--- config.mk ---
export PLATFORM = sky130hd
export DESIGN_NAME = alu_nibble_sequencer
export DESIGN_NICKNAME = d
export VERILOG_FILES = /design/src/rtl/alu_nibble_sequencer.sv
export SDC_FILE = /design/constraint.sdc
export NUM_CORES = 1
export LEC_CHECK = 0
export ABC_AREA = 1
export CAP_MARGIN = 25
export CORE_ASPECT_RATIO = 2
export CORE_MARGIN = 5
export CORE_UTILIZATION = 48
export CTS_BUF_LIST = sky130_fd_sc_hd__clkbuf_4
export DETAILED_ROUTE_END_ITERATION = 8
export HOLD_SLACK_MARGIN = 0.1
export PLACE_DENSITY = 0.84
export SLEW_MARGIN = 20
export SYNTH_ARGS = -nofsm -noshare
export SYNTH_HDL_FRONTEND = slang
export SYNTH_SLANG_ARGS = --single-unit
--- constraint.sdc ---
create_clock -name clk -period 1.65 [get_ports clk]
set_input_delay 0.4125 -clock clk [delete_from_list [all_inputs] [get_ports clk]]
set_output_delay 0.4125 -clock clk [all_outputs]
set_load 0.03 [all_outputs]
--- src/rtl/alu_nibble_sequencer.sv ---
// Runs W-bit ADD/SUB/INC/DEC/AND/OR/XOR/NOT through an external 4-bit ALU, one nibble per cycle, LSB first.
// Latency NIBBLES+1 cycles from accepted start to done; start is ignored while busy.
module alu_nibble_sequencer #(
  parameter int NIBBLES = 2,
  localparam int W = 4 * NIBBLES
) (
  input  logic         clk,
  input  logic         reset,
  input  logic         start,
  input  logic [2:0]   op,
  input  logic [W-1:0] a,
  input  logic [W-1:0] b,
  output logic         busy,
  output logic         done,
  output logic [W-1:0] result,
  output logic         carry_out,
  output logic         zero,
  output logic [3:0]   alu_x,
  output logic [3:0]   alu_y,
  output logic [3:0]   alu_select,
  input  logic [3:0]   alu_out,
  input  logic         alu_c_out
);

  localparam int IW = (NIBBLES > 1) ? $clog2(NIBBLES) : 1;
  localparam logic [IW-1:0] LAST_IDX = IW'(NIBBLES - 1);
  localparam logic [2:0] OP_SUB = 3'b001;
  localparam logic [2:0] OP_INC = 3'b010;

  typedef enum logic [1:0] {S_IDLE, S_RUN, S_DONE} state_t;

  state_t        r_state;
  state_t        w_state_next;
  logic [W-1:0]  r_a;
  logic [W-1:0]  r_b;
  logic [2:0]    r_op;
  logic [IW-1:0] r_idx;
  logic          r_cin;
  logic [W-1:0]  r_result;
  logic          r_carry;
  logic          r_zero;
  logic          w_last;
  logic [W-1:0]  w_result_next;
  logic [1:0]    w_mode;
  logic          w_busy;
  logic          w_done;
  logic [3:0]    w_alu_x;
  logic [3:0]    w_alu_y;
  logic [3:0]    w_alu_select;

  assign w_last = (r_idx == LAST_IDX);

  always_ff @(posedge clk) begin
    if (reset) begin
      r_state <= S_IDLE;
    end else begin
      r_state <= w_state_next;
    end
  end

  always_comb begin
    w_state_next = r_state;
    case (r_state)
      S_IDLE:  if (start) w_state_next = S_RUN;
      S_RUN:   if (w_last) w_state_next = S_DONE;
      S_DONE:  w_state_next = S_IDLE;
      default: w_state_next = S_IDLE;
    endcase
  end

  // ALU arithmetic mode per op: ADD 01, SUB 10, INC 00, DEC 11; carry-in rides in select[0].
  always_comb begin
    w_busy       = 1'b0;
    w_done       = 1'b0;
    w_alu_x      = 4'h0;
    w_alu_y      = 4'h0;
    w_alu_select = 4'h0;
    w_mode       = 2'b00;
    case (r_op[1:0])
      2'b00:   w_mode = 2'b01;
      2'b01:   w_mode = 2'b10;
      2'b10:   w_mode = 2'b00;
      default: w_mode = 2'b11;
    endcase
    case (r_state)
      S_RUN: begin
        w_busy       = 1'b1;
        w_alu_x      = r_a[4*r_idx +: 4];
        w_alu_y      = r_b[4*r_idx +: 4];
        w_alu_select = r_op[2] ? {2'b10, r_op[1:0]} : {1'b0, w_mode, r_cin};
      end
      S_DONE: begin
        w_busy = 1'b1;
        w_done = 1'b1;
      end
      default: ;
    endcase
  end

  always_comb begin
    w_result_next = r_result;
    w_result_next[4*r_idx +: 4] = alu_out;
  end

  always_ff @(posedge clk) begin
    if (reset) begin
      r_a      <= '0;
      r_b      <= '0;
      r_op     <= '0;
      r_idx    <= '0;
      r_cin    <= 1'b0;
      r_result <= '0;
      r_carry  <= 1'b0;
      r_zero   <= 1'b0;
    end else begin
      case (r_state)
        S_IDLE: begin
          if (start) begin
            r_a      <= a;
            r_b      <= b;
            r_op     <= op;
            r_idx    <= '0;
            r_cin    <= (op == OP_SUB) || (op == OP_INC);
            r_result <= '0;
            r_carry  <= 1'b0;
            r_zero   <= 1'b0;
          end
        end
        S_RUN: begin
          r_result <= w_result_next;
          if (!r_op[2]) r_cin <= alu_c_out;
          if (w_last) begin
            r_carry <= r_op[2] ? 1'b0 : alu_c_out;
            r_zero  <= (w_result_next == '0);
          end else begin
            r_idx <= r_idx + 1'b1;
          end
        end
        default: ;
      endcase
    end
  end

  assign busy       = w_busy;
  assign done       = w_done;
  assign result     = r_result;
  assign carry_out  = r_carry;
  assign zero       = r_zero;
  assign alu_x      = w_alu_x;
  assign alu_y      = w_alu_y;
  assign alu_select = w_alu_select;

endmodule

==> results summary, run 1 <==
In this run, the number of DRC markers left after iteration 0 of detailed routing was 60. The post-synthesis area per instance came out at around 7 µm². The number of antenna violations at the first check in global routing came out at 0.

The sum of routed wire segments on met1 is ~1500 µm. The number of setup violations in the final report is 13. The post-synthesis cell type count is 24. The post-place setup slack came out at -36.7 ps. Clock latency on the worst-skew pair, taken at its later pin, is 340 ps. The worst endpoint required time is roughly 1200 ps. The worst max-slew margin expressed relative to the limit came out at 0.659. The die span in x came out at 51.7 µm. The number of nets with antenna violations after detailed routing came out at 0. The clock transition at the registers of the reported paths came out at 110 ps. The largest fanout on the critical path is 3. The accumulated negative setup slack is -2070 ps.

The first global-routing pass estimated 6810 µm of wire. The largest area contributor in the netlist is sky130_fd_sc_hd__dfxtp_1. With fillers left out, the area of the finished cells amounts to roughly 2400 µm².

The final routed wire length divided by cell count came out at 12.3 µm. The max-capacitance violation count is 0. The hold violation count in the final report is 0.

The placed wire-length estimate after detailed placement came out at 3110 µm. The worst hold slack across all endpoints came out at 470 ps. In the post-synthesis netlist, the biggest area contributors are sky130_fd_sc_hd__dfxtp_1, sky130_fd_sc_hd__nor2_1, sky130_fd_sc_hd__nand2_1.

The detailed-route DRC error count is 0. The post-layout total power is around 3.5 mW. The synthesized instance count is about 240. The repair_antennas step left the layout with diodes totalling 0. The worst setup path is launched from a register. The type of the setup path with the least slack is register to output pin. The number of placed instances with taps included is 328.

The average vias per placed instance came out at between 5 and 6. Routability-driven placement finished with a final weighted congestion of 0.800. Data arrives at the worst endpoint at 1470 ps. The clock drives 33 sinks. Routed signal wires occupy layers up through met4. The transition at the pin with the smallest max-transition slack is roughly 510 ps. The post-synth design cell area is between 1500 and 2000 µm².

The global route total overflow came out at 0. The total global routing track utilization is 0.187. The count of input and output buffers is 50. The number of nets in the final layout is 339.

For this design the static power due to leakage is 1.10 nW. The number of hold-repair buffers added at the cts stage came out at 0. The post-synthesis to final-layout area growth is 43.6%. Counting the buffers created by CTS gives 5. The total number of yosys warnings is 0. The number of cells on the worst hold path came out at 2. Clock tree synthesis selected as its root buffer the cell sky130_fd_sc_hd__clkbuf_4. IR analysis of the VDD net gives a maximum drop of roughly 0.80 mV. The setup slack of the most critical reg-to-reg path came out at 150 ps.

The synthesized design contains 33 register bits. In this run the most critical hold path is launched from zero$_SDFFE_PP0P_. The share of the Yosys chip area taken by registers is 0.395.

In this run the critical register-to-register path is captured at zero$_SDFFE_PP0P_. The share of synthesized area in the top cell type comes to 0.395. The routed length on met2 came out at 2290 µm. The checks that failed: negative setup slack. The largest net degree at the start of global routing is 23. The startpoint identified for the worst register-to-register timing path is r_state[1]$_SDFFE_PP0P_. The instance area at placement is 2250 µm².

The library cell used most frequently in the layout, excluding fill and tap cells, is sky130_fd_sc_hd__nor2_1. The count of cells along the worst register-to-register path came out at 9. After layout, the minimum clock period comes to 1880 ps.

The highest clock rate is 0.532 GHz. Leaving out fill and tap cells, the most frequent cells in the layout are sky130_fd_sc_hd__nor2_1, sky130_fd_sc_hd__nand2_1, sky130_fd_sc_hd__dfxtp_1, sky130_fd_sc_hd__clkdlybuf4s50_1, sky130_fd_sc_hd__o21ai_0. The area of the die came out at 4830 µm². TritonCTS built the clock tree. For hold timing, the worst endpoint is zero$_SDFFE_PP0P_. The fraction of layout instances using a drive strength above 1 is 0.216. The detailed-router iteration count before antenna repair came out at 4. After floorplanning, the core was sized to cover 3380 µm². The number of non-filler instances in the completed layout came out at around 340. The fraction of the core area covered by cells at the end of the flow came out at 0.711. The aggregate routed wire length came out at 4140 µm. The height of the chip is 93.5 µm. The via count is 1716.

The number of rows created at floorplan came out at 30. Across the routed clock network, the largest skew measured is 20.6 ps. No sink is reached through more buffers than the 2 on the longest clock path.

The final worst-path setup slack came out at -229 ps. Setup repair after global routing could not meet its margin everywhere. The total nets after synthesis came out at 276.

The via count of the first global-routing pass was between 1500 and 2000. STA classifies the critical path endpoint as an output pin. For this configuration, the core starts out at a cell density of 0.495. The met3 wirelength from detailed routing is ~220 µm. slightly above 50 I/O pins were placed. The worst hold path belongs to the class register to register. The final number of max-transition violations came out at 0. The power density over cell area is 1460 nW/µm².

The share of the cycle needed by the critical path after routing came out at 1.14. The H-tree depth reported by CTS is 2. The run finished, with violations left.
per-layer routing:
| metal | global-route usage | vias up |
|---|---|---|
| met5 | 0 | - |
| li1 | - | 887 |
| met3 | 0.0415 | 12 |
| met4 | 0.120 | 0 |
| met1 | 0.181 | 755 |
| met2 | 0.339 | 62 |
power by group:
group	internal (mW)	total, mW	switching [mW]	leakage (nW)
Combinational	0.821	1.98	1.16	0.803
Clock	0.148	0.410	0.263	0.0269
Sequential	0.982	1.11	0.126	0.272
worst max path at each step:
stage	depth (start not counted)	startpoint	to
after floorplan	5	r_state[1]$_SDFFE_PP0P_	alu_select[1]
after global placement	8	start	r_cin$_SDFFE_PP0P_
after detailed placement	8	start	r_cin$_SDFFE_PP0P_
after CTS	6	r_state[1]$_SDFFE_PP0P_	alu_select[1]
after global routing	6	r_state[1]$_SDFFE_PP0P_	alu_x[0]
final	6	r_state[1]$_SDFFE_PP0P_	alu_select[0]
state kept, by name, summed over array words and instances (netlist names):
| register | cells |
|---|---|
| r_state | 2 |
| r_op | 3 |
| result | 8 |
| zero | 1 |
| r_idx | 1 |
| r_cin | 1 |
| r_a | 8 |
| carry_out | 1 |
| r_b | 8 |
cell families (layout without fill, tap and decap cells):
group           count (synthesis)  after routing  share of synthesized area
compound gates                 49             49                      0.156
fa+ha+maj                       6              6                     0.0449
buf+inv                        34             96                     0.0898
flops                          33             33                      0.395
simple gates                  121            121                      0.314
Yosys cell counts, drive strengths merged:
cell type,instances
nor2,62
nand2,48
dfxtp,33
o21ai,32
inv,23
a21oi,15
nand3,9
ha,6
buf,5
clkbuf,5
clkinv,1
nor3,1
o21a,1
o22ai,1
or2,1
cell type report:
cell class,count,area (µm²)
clock inverters,1,5.00
repair buffers,66,616
flip-flops and latches,33,664
well taps,32,40.0
multi-input cells,176,943
clock buffers,5,37.5
fillers,270,977
inverters,24,95.1
worst max-delay path, stage by stage, from the launching register on:
cell and delay (ps):
sky130_fd_sc_hd__dfxtp_2 340, sky130_fd_sc_hd__inv_2 70, sky130_fd_sc_hd__ha_4 150, sky130_fd_sc_hd__inv_2 40
sky130_fd_sc_hd__or2_4 260, sky130_fd_sc_hd__o21ai_4 120, sky130_fd_sc_hd__buf_6 140
what timing repair did:
action / CTS / global route
endpoints found under the setup margin: 23 / 17
pin swaps: 5 / 6
buffers inserted: 5 / 1
resized for setup: 36 / 4
Power figures use the tool's default switching activity.
==> run 2: changes to the inputs <==
Settings changed: CORE_UTILIZATION 48 to 56, DONT_BUFFER_PORTS set to 1, PLACE_DENSITY 0.84 to 0.73.
==> results summary, run 2 (synthesized netlist as in run 1, its figures left out) <==
Dividing total power by cell area gives a power density of 1660 nW/µm². From bottom edge to top edge, the die measures 87.3 µm. The total global routing track utilization came out at 0.197. The critical path in this run is classified as register to output pin. The number of buffers on the longest clock path is 2.

The share of total power dissipated in the clock network is 0.138. TritonCTS built the clock tree. The source-to-sink clock delay at the later pin of the worst-skew pair is 340 ps. The average vias per placed instance is 5.13.

The run finished, with violations left. The library cell used most frequently in the layout, excluding fill and tap cells, is sky130_fd_sc_hd__nor2_1. The H-tree generated during clock tree synthesis spans 2 levels.

Static timing analysis puts the maximum clock frequency at 0.542 GHz. The share of the cycle needed by the critical path after routing came out at 1.12. The startpoint identified for the worst register-to-register timing path is r_state[1]$_SDFFE_PP0P_. The clock transition at the registers of the reported paths came out at 110 ps. The number of antenna violations at the first check in global routing is 0. The first global-routing pass estimated 6510 µm of wire. The clock tree root buffer cell is sky130_fd_sc_hd__clkbuf_4. Dividing the detail-routed wire length by the instance count gives between 10 and 15 µm.

Setup violations remaining at the end of the flow were counted as 12. The maximum ir drop on the vdd rail is 1.04 mV. In this design, the critical path's most frequently occurring cell is sky130_fd_sc_hd__inv_2.

Of the total power, registers draw 0.342. The final non-filler cell area is 2000 µm². In this run the cell area measured after placement is 1820 µm². Leaving out fill and tap cells, the most frequent cells in the layout are sky130_fd_sc_hd__nor2_1, sky130_fd_sc_hd__nand2_1, sky130_fd_sc_hd__dfxtp_1, sky130_fd_sc_hd__o21ai_0, sky130_fd_sc_hd__inv_1. Summed over all nets, the switching power comes to 1.51 mW.

The count of input and output buffers is 0. The combined buffer and inverter count along the critical path came out at 3. The reported leakage power is 0.883 nW. The aggregate routed wire length is 3950 µm. The critical path goes through inv_2 -> ha_4 -> inv_2 -> or2_4 -> o22ai_2 -> buf_6.

Setup repair after global routing could not meet its margin everywhere. The worst setup path is launched from a register. The worst hold slack across all endpoints came out at roughly 120 ps.

In this design, the stage delay of the slowest critical-path cell is 340 ps. The final route contains 1514 vias. At the worst endpoint, the required time is 1240 ps. The time the worst path needs with I/O delays and setup came out at 1840 ps.

The number of nets with antenna violations after detailed routing is 0. The detailed-route DRC error count is 0. The switching part of the total power came out at 0.454. The global route total overflow came out at 0. The number of clock sinks came out at 33. The cell family contributing the most delay on the critical path is flip-flops.

The tightest min-delay check is of the input port to register type. The portion of total power attributed to combinational logic came out at 0.520. In this run, CTS created clock tree buffers numbering 5. The launching instance or port of the critical path is r_state[1]$_SDFFE_PP0P_. STA classifies the critical path endpoint as an output pin.

Timing analysis after detailed placement gives a worst setup slack of 52.1 ps. The initial standard-cell utilization of the core is 0.575. The region available for standard cell placement spans 2910 µm². The number of antenna diodes in the final layout is 0. The number of non-filler instances in the completed layout is just under 300.

The data arrival time of the critical path came out at 1430 ps. The largest fanout on the critical path is 3. The via count of the first global-routing pass came out at 1454.

The die span in x came out at 48.6 µm. The number of placed instances with taps included is 283. The setup slack of the most critical reg-to-reg path came out at about 20 ps. The worst max-slew margin expressed relative to the limit is 0.637. The number of top-level pins came out at 51. The hold violation count in the final report is 0.

The post-synthesis to final-layout area growth is 19.8%. The max-capacitance violation count came out at 0. The total internal power came out at 1.82 mW. The final number of max-transition violations came out at 0. The largest net degree at the start of global routing is 23. The checks that failed: negative setup slack. The number of nets in the final layout is 297. On the critical path, the stage with the largest delay is an instance of sky130_fd_sc_hd__dfxtp_2. The congestion estimate from routability-driven global placement came to 0.778. The fraction of layout instances using a drive strength above 1 came out at 0.234. The placed wire-length estimate after detailed placement came out at 2860 µm. The initial detailed-routing violation count is 29.

The startpoint identified for the worst hold timing path is reset. The worst clock skew came out at ~15 ps. The die covers 4240 µm². The transition at the pin with the smallest max-transition slack came out at roughly 540 ps.

The accumulated negative setup slack is -1680 ps. In the post-route analysis, the smallest setup slack over all paths is -195 ps. The floorplan has 28 rows. For this run, the detailed router's first-pass iteration total came to 6.
## run 2: cell types whose count changed in the layout (fill, tap and decap cells not counted), moves of 3 or more
cell and change:
sky130_fd_sc_hd__clkdlybuf4s50_1 -26, sky130_fd_sc_hd__dlygate4sd2_1 -10, sky130_fd_sc_hd__buf_4 -4, sky130_fd_sc_hd__o21ai_1 +4, sky130_fd_sc_hd__o21ai_0 -3
## run 2: power by group through the flow
stage / Clock (mW) / Sequential (mW) / Combinational (mW)
6_report: 0.457 / 1.14 / 1.73
2_1_floorplan: 0 / 1.11 / 1.16
3_5_place_dp: 0 / 1.14 / 1.51
3_3_place_gp: 0 / 1.13 / 1.49
5_1_grt: 0.516 / 1.16 / 1.91
4_1_cts: 0.468 / 1.14 / 1.73
## run 2: timing repair
action	CTS	global route
hold buffers	0	1
setup buffers	3	2
resized for setup	30	3
endpoints found under the setup margin	13	22
endpoints found under the hold margin	0	4
pin swaps	2	2
cloned	0	0
## run 2: area by class of cell
cell class,count,area [µm²]
multi-input cells,176,940
fillers,283,906
flip-flops and latches,33,664
repair buffers,24,205
inverters,24,100
clock buffers,6,45.0
well taps,30,37.5
clock inverters,2,10.0
## run 2: final timing paths
kind / to / cells past startpoint
max reg2reg: r_idx$_SDFFE_PP0P_ / 10
min: r_state[1]$_SDFFE_PP0P_ / 1
max: alu_select[1] / 6
min reg2reg: r_b[0]$_SDFFE_PP0P_ / 2
## run 2: stage by stage
stage | power, mW | util
finish | 3.32 | 0.688
global route | 3.59 | 0.688
CTS | 3.33 | 0.682
detailed placement | 2.65 | 0.627
global placement | 2.62 | 0.627
floorplan | 2.27 | -
## run 2: per-layer routing
| metal | global-route usage | vias to the layer above | wire length, µm |
|---|---|---|---|
| met1 | 0.188 | 660 | 1400 |
| met3 | 0.0446 | 8 | 185 |
| li1 | - | 810 | - |
| met4 | 0.0956 | 0 | 84 |
| met5 | 0 | - | 0 |
| met2 | 0.382 | 36 | 2280 |
==> run 3: changes to the inputs <==
Settings changed: CORE_MARGIN 5 to unset, PLACE_DENSITY 0.73 to 0.72.
Clock period 1.65 ns to 1.9 ns, I/O delays scaled along.
==> results summary, run 3 (synthesized netlist as in run 1, its figures left out) <==
The accumulated negative setup slack is -28.1 ps. The critical path depth in cells came out at 6. The number of top-level pins is 51. The checks that failed: negative setup slack. The number of buffers and inverters on the critical path is 3. In the finished design, the share of the clock period the worst path needs comes to 1.01. The global route total overflow is 0. In this run the critical register-to-register path is captured at r_b[3]$_SDFFE_PP0P_. The worst endpoint required time came out at 1420 ps. The detailed-router iteration count before antenna repair is 4. The worst clock skew is 8.78 ps.

The via count is 1531. The number of hold-repair buffers added at the cts stage came out at 0. After detailed routing, the number of vias per cell comes to 5.28. Across the run, the number of max-cap violations was 0. The number of fillers in the final layout came out at 281. The initial standard-cell utilization of the core is 0.596. The transition at the pin with the smallest max-transition slack is between 500 and 600 ps. The number of rows created at floorplan came out at 27. In this run the worst hold path is classified as input port to register.

The capturing element type of the critical path is an output pin. In the final routed layout, each cell accounts on average for 12.2 µm. The source-to-sink clock delay at the later pin of the worst-skew pair is 330 ps. The type of the setup path with the least slack is register to output pin. The power density over cell area is ~1500 nW/µm². In this run the tool buffered the top-level ports with 0 buffer cells. The placed wire-length estimate after detailed placement came out at 2570 µm. Of the cells placed in the final design, the portion with a size suffix greater than 1 is 0.192.

The aggregate routed wire length came out at 3540 µm. Headroom to the max-slew limit came out at 0.664. In this run the most critical hold path is launched from reset.

The data arrival time of the critical path came out at 1450 ps. The reported leakage power is 0.867 nW. The height of the chip came out at 79.3 µm. IR analysis of the VDD net gives a maximum drop of ~0.85 mV.

Based on the critical path, the design can be clocked at up to 0.519 GHz. By instance count, the cell type seen most on the critical path is sky130_fd_sc_hd__inv_2. After clock tree synthesis, the clock-pin slew on the worst setup and hold paths is 100 ps. The number of antenna violations at the first check in global routing is 0. The initial detailed-routing violation count came out at 24. The area of combinational cells with multiple inputs came out at just under 900 µm². The routability congestion estimate is around 0.73. The reg-to-reg startpoint is r_state[0]$_SDFFE_PP0P_. Across all setup checks in the final design, the least slack found is -28.1 ps. The flow ran to the end, but the final reports show violations.

The number of clock buffers added by TritonCTS is 5. The diode insertion count for antenna repair is 0. Setup repair after global routing could not meet its margin everywhere. The kind of cell with the highest combined delay on the critical path is flip-flops. In this design, the stage delay of the slowest critical-path cell is ~340 ps.

The number of clock sinks came out at 33. Leaving out fill and tap cells, the most frequent cell in the layout is sky130_fd_sc_hd__nor2_1. The largest net degree at the start of global routing came out at 23. The largest fanout on the critical path came out at 3. No sink is reached through more buffers than the 2 on the longest clock path. Along the worst hold path, the cell count comes to 1. The path with the worst hold slack has its endpoint at result[1]$_SDFFE_PP0P_. The critical path goes through inv_2 -> ha_4 -> inv_2 -> or2_4 -> o21ai_2 -> buf_6. The die covers 3220 µm².

TritonCTS built the clock tree. The core area came out at 2800 µm². STA classifies the critical path startpoint as a register.

The via count of the first global-routing pass came out at 1456. The wire length of the first global-routing pass is roughly 5700 µm. After layout, the minimum clock period comes to 1930 ps. The number of nets in the final layout is around 290. The most critical setup path has its startpoint at r_state[1]$_SDFFE_PP0P_. The setup slack of the most critical reg-to-reg path is 240 ps. The hold violation count in the final report is 0. The flip-flop and latch area is around 660 µm².

The H-tree depth reported by CTS came out at 2. Measured in cells, the most critical reg-to-reg path has a length of 7. The total global routing track utilization came out at 0.258. The number of setup violations in the final report is 1. The slowest stage of the critical path is the sky130_fd_sc_hd__dfxtp_2 cell. In the routed design, unresolved DRC markers number 0. Compared with the post-synthesis result, the final layout area differs by 15.3%. The post-place setup slack came out at 148 ps. The final number of max-transition violations is 0. The number of nets with antenna violations after detailed routing came out at 0. The library cells used most frequently in the layout, excluding fill and tap cells, are sky130_fd_sc_hd__nor2_1, sky130_fd_sc_hd__nand2_1, sky130_fd_sc_hd__dfxtp_1, sky130_fd_sc_hd__o21ai_0, sky130_fd_sc_hd__inv_1.

The die span in x is about 41 µm. The clock tree root buffer cell is sky130_fd_sc_hd__clkbuf_4.
## run 3: changes by cell type in the layout (fill, tap and decap cells not counted), sizes merged
cell,previous run,this run
buf,23,20
bufinv,0,1
dlygate4sd3,1,0
clkinv,3,2
## run 3: area by class of cell
cell class,count,area share
Multi-Input combinational cell,176,0.463
Inverter,24,0.0494
Clock buffer,6,0.0234
Tap cell,29,0.0188
Timing Repair Buffer,20,0.0838
Clock inverter,2,0.0175
Sequential cell,33,0.344
## run 3: worst max-delay path by stage
stage	endpoint
5_1_grt	alu_select[0]
3_5_place_dp	alu_select[0]
6_report	alu_select[0]
2_1_floorplan	alu_select[0]
3_3_place_gp	alu_select[0]
4_1_cts	alu_select[0]
## run 3: worst reg2reg max path, delay by kind of cell (launching register included)
kind | cells | cell delay (ps)
buffers and inverters | 3 | 610
flip-flops | 1 | 390
adder cells (fa/ha/maj) | 1 | 280
AND/OR/NAND/NOR | 3 | 280
## run 3: stage by stage
step                      utilization  hold slack [ps]  cells  instance area (µm²)  total power, mW
after floorplan                     -              449    243                 1680             1.96
after global placement          0.640              456    280                 1790             2.24
after global routing            0.687              165    290                 1930             3.08
after detailed placement        0.640              470    280                 1790             2.27
after CTS                       0.681              177    289                 1910             2.85
final                           0.687              190    290                 1930             2.86
## run 3: per-layer routing
layer / up-vias / GRT usage / routed length, µm / share of wire
li1: 798 / - / - / -
met1: 676 / 0.214 / 1300 / 0.37
met4: 0 / 0.133 / 115 / 0.032
met5: - / 0 / 0 / 0
met3: 12 / 0.0642 / 173 / 0.049
met2: 45 / 0.486 / 1950 / 0.55
## run 3: where the power goes
part	switching [mW]	internal, mW	total [mW]
Clock	0.235	0.288	0.523
Sequential	0.146	0.850	0.996
Combinational	0.861	0.475	1.34
Total	1.24	1.61	2.86
## run 3: timing repair
action | in CTS | in global routing
gates cloned | 0 | 0
endpoints found under the setup margin | 12 | 12
buffers inserted | 1 | 1
resized for setup | 9 | 4
pin swaps | 1 | 2
endpoints found under the hold margin | 0 | 0
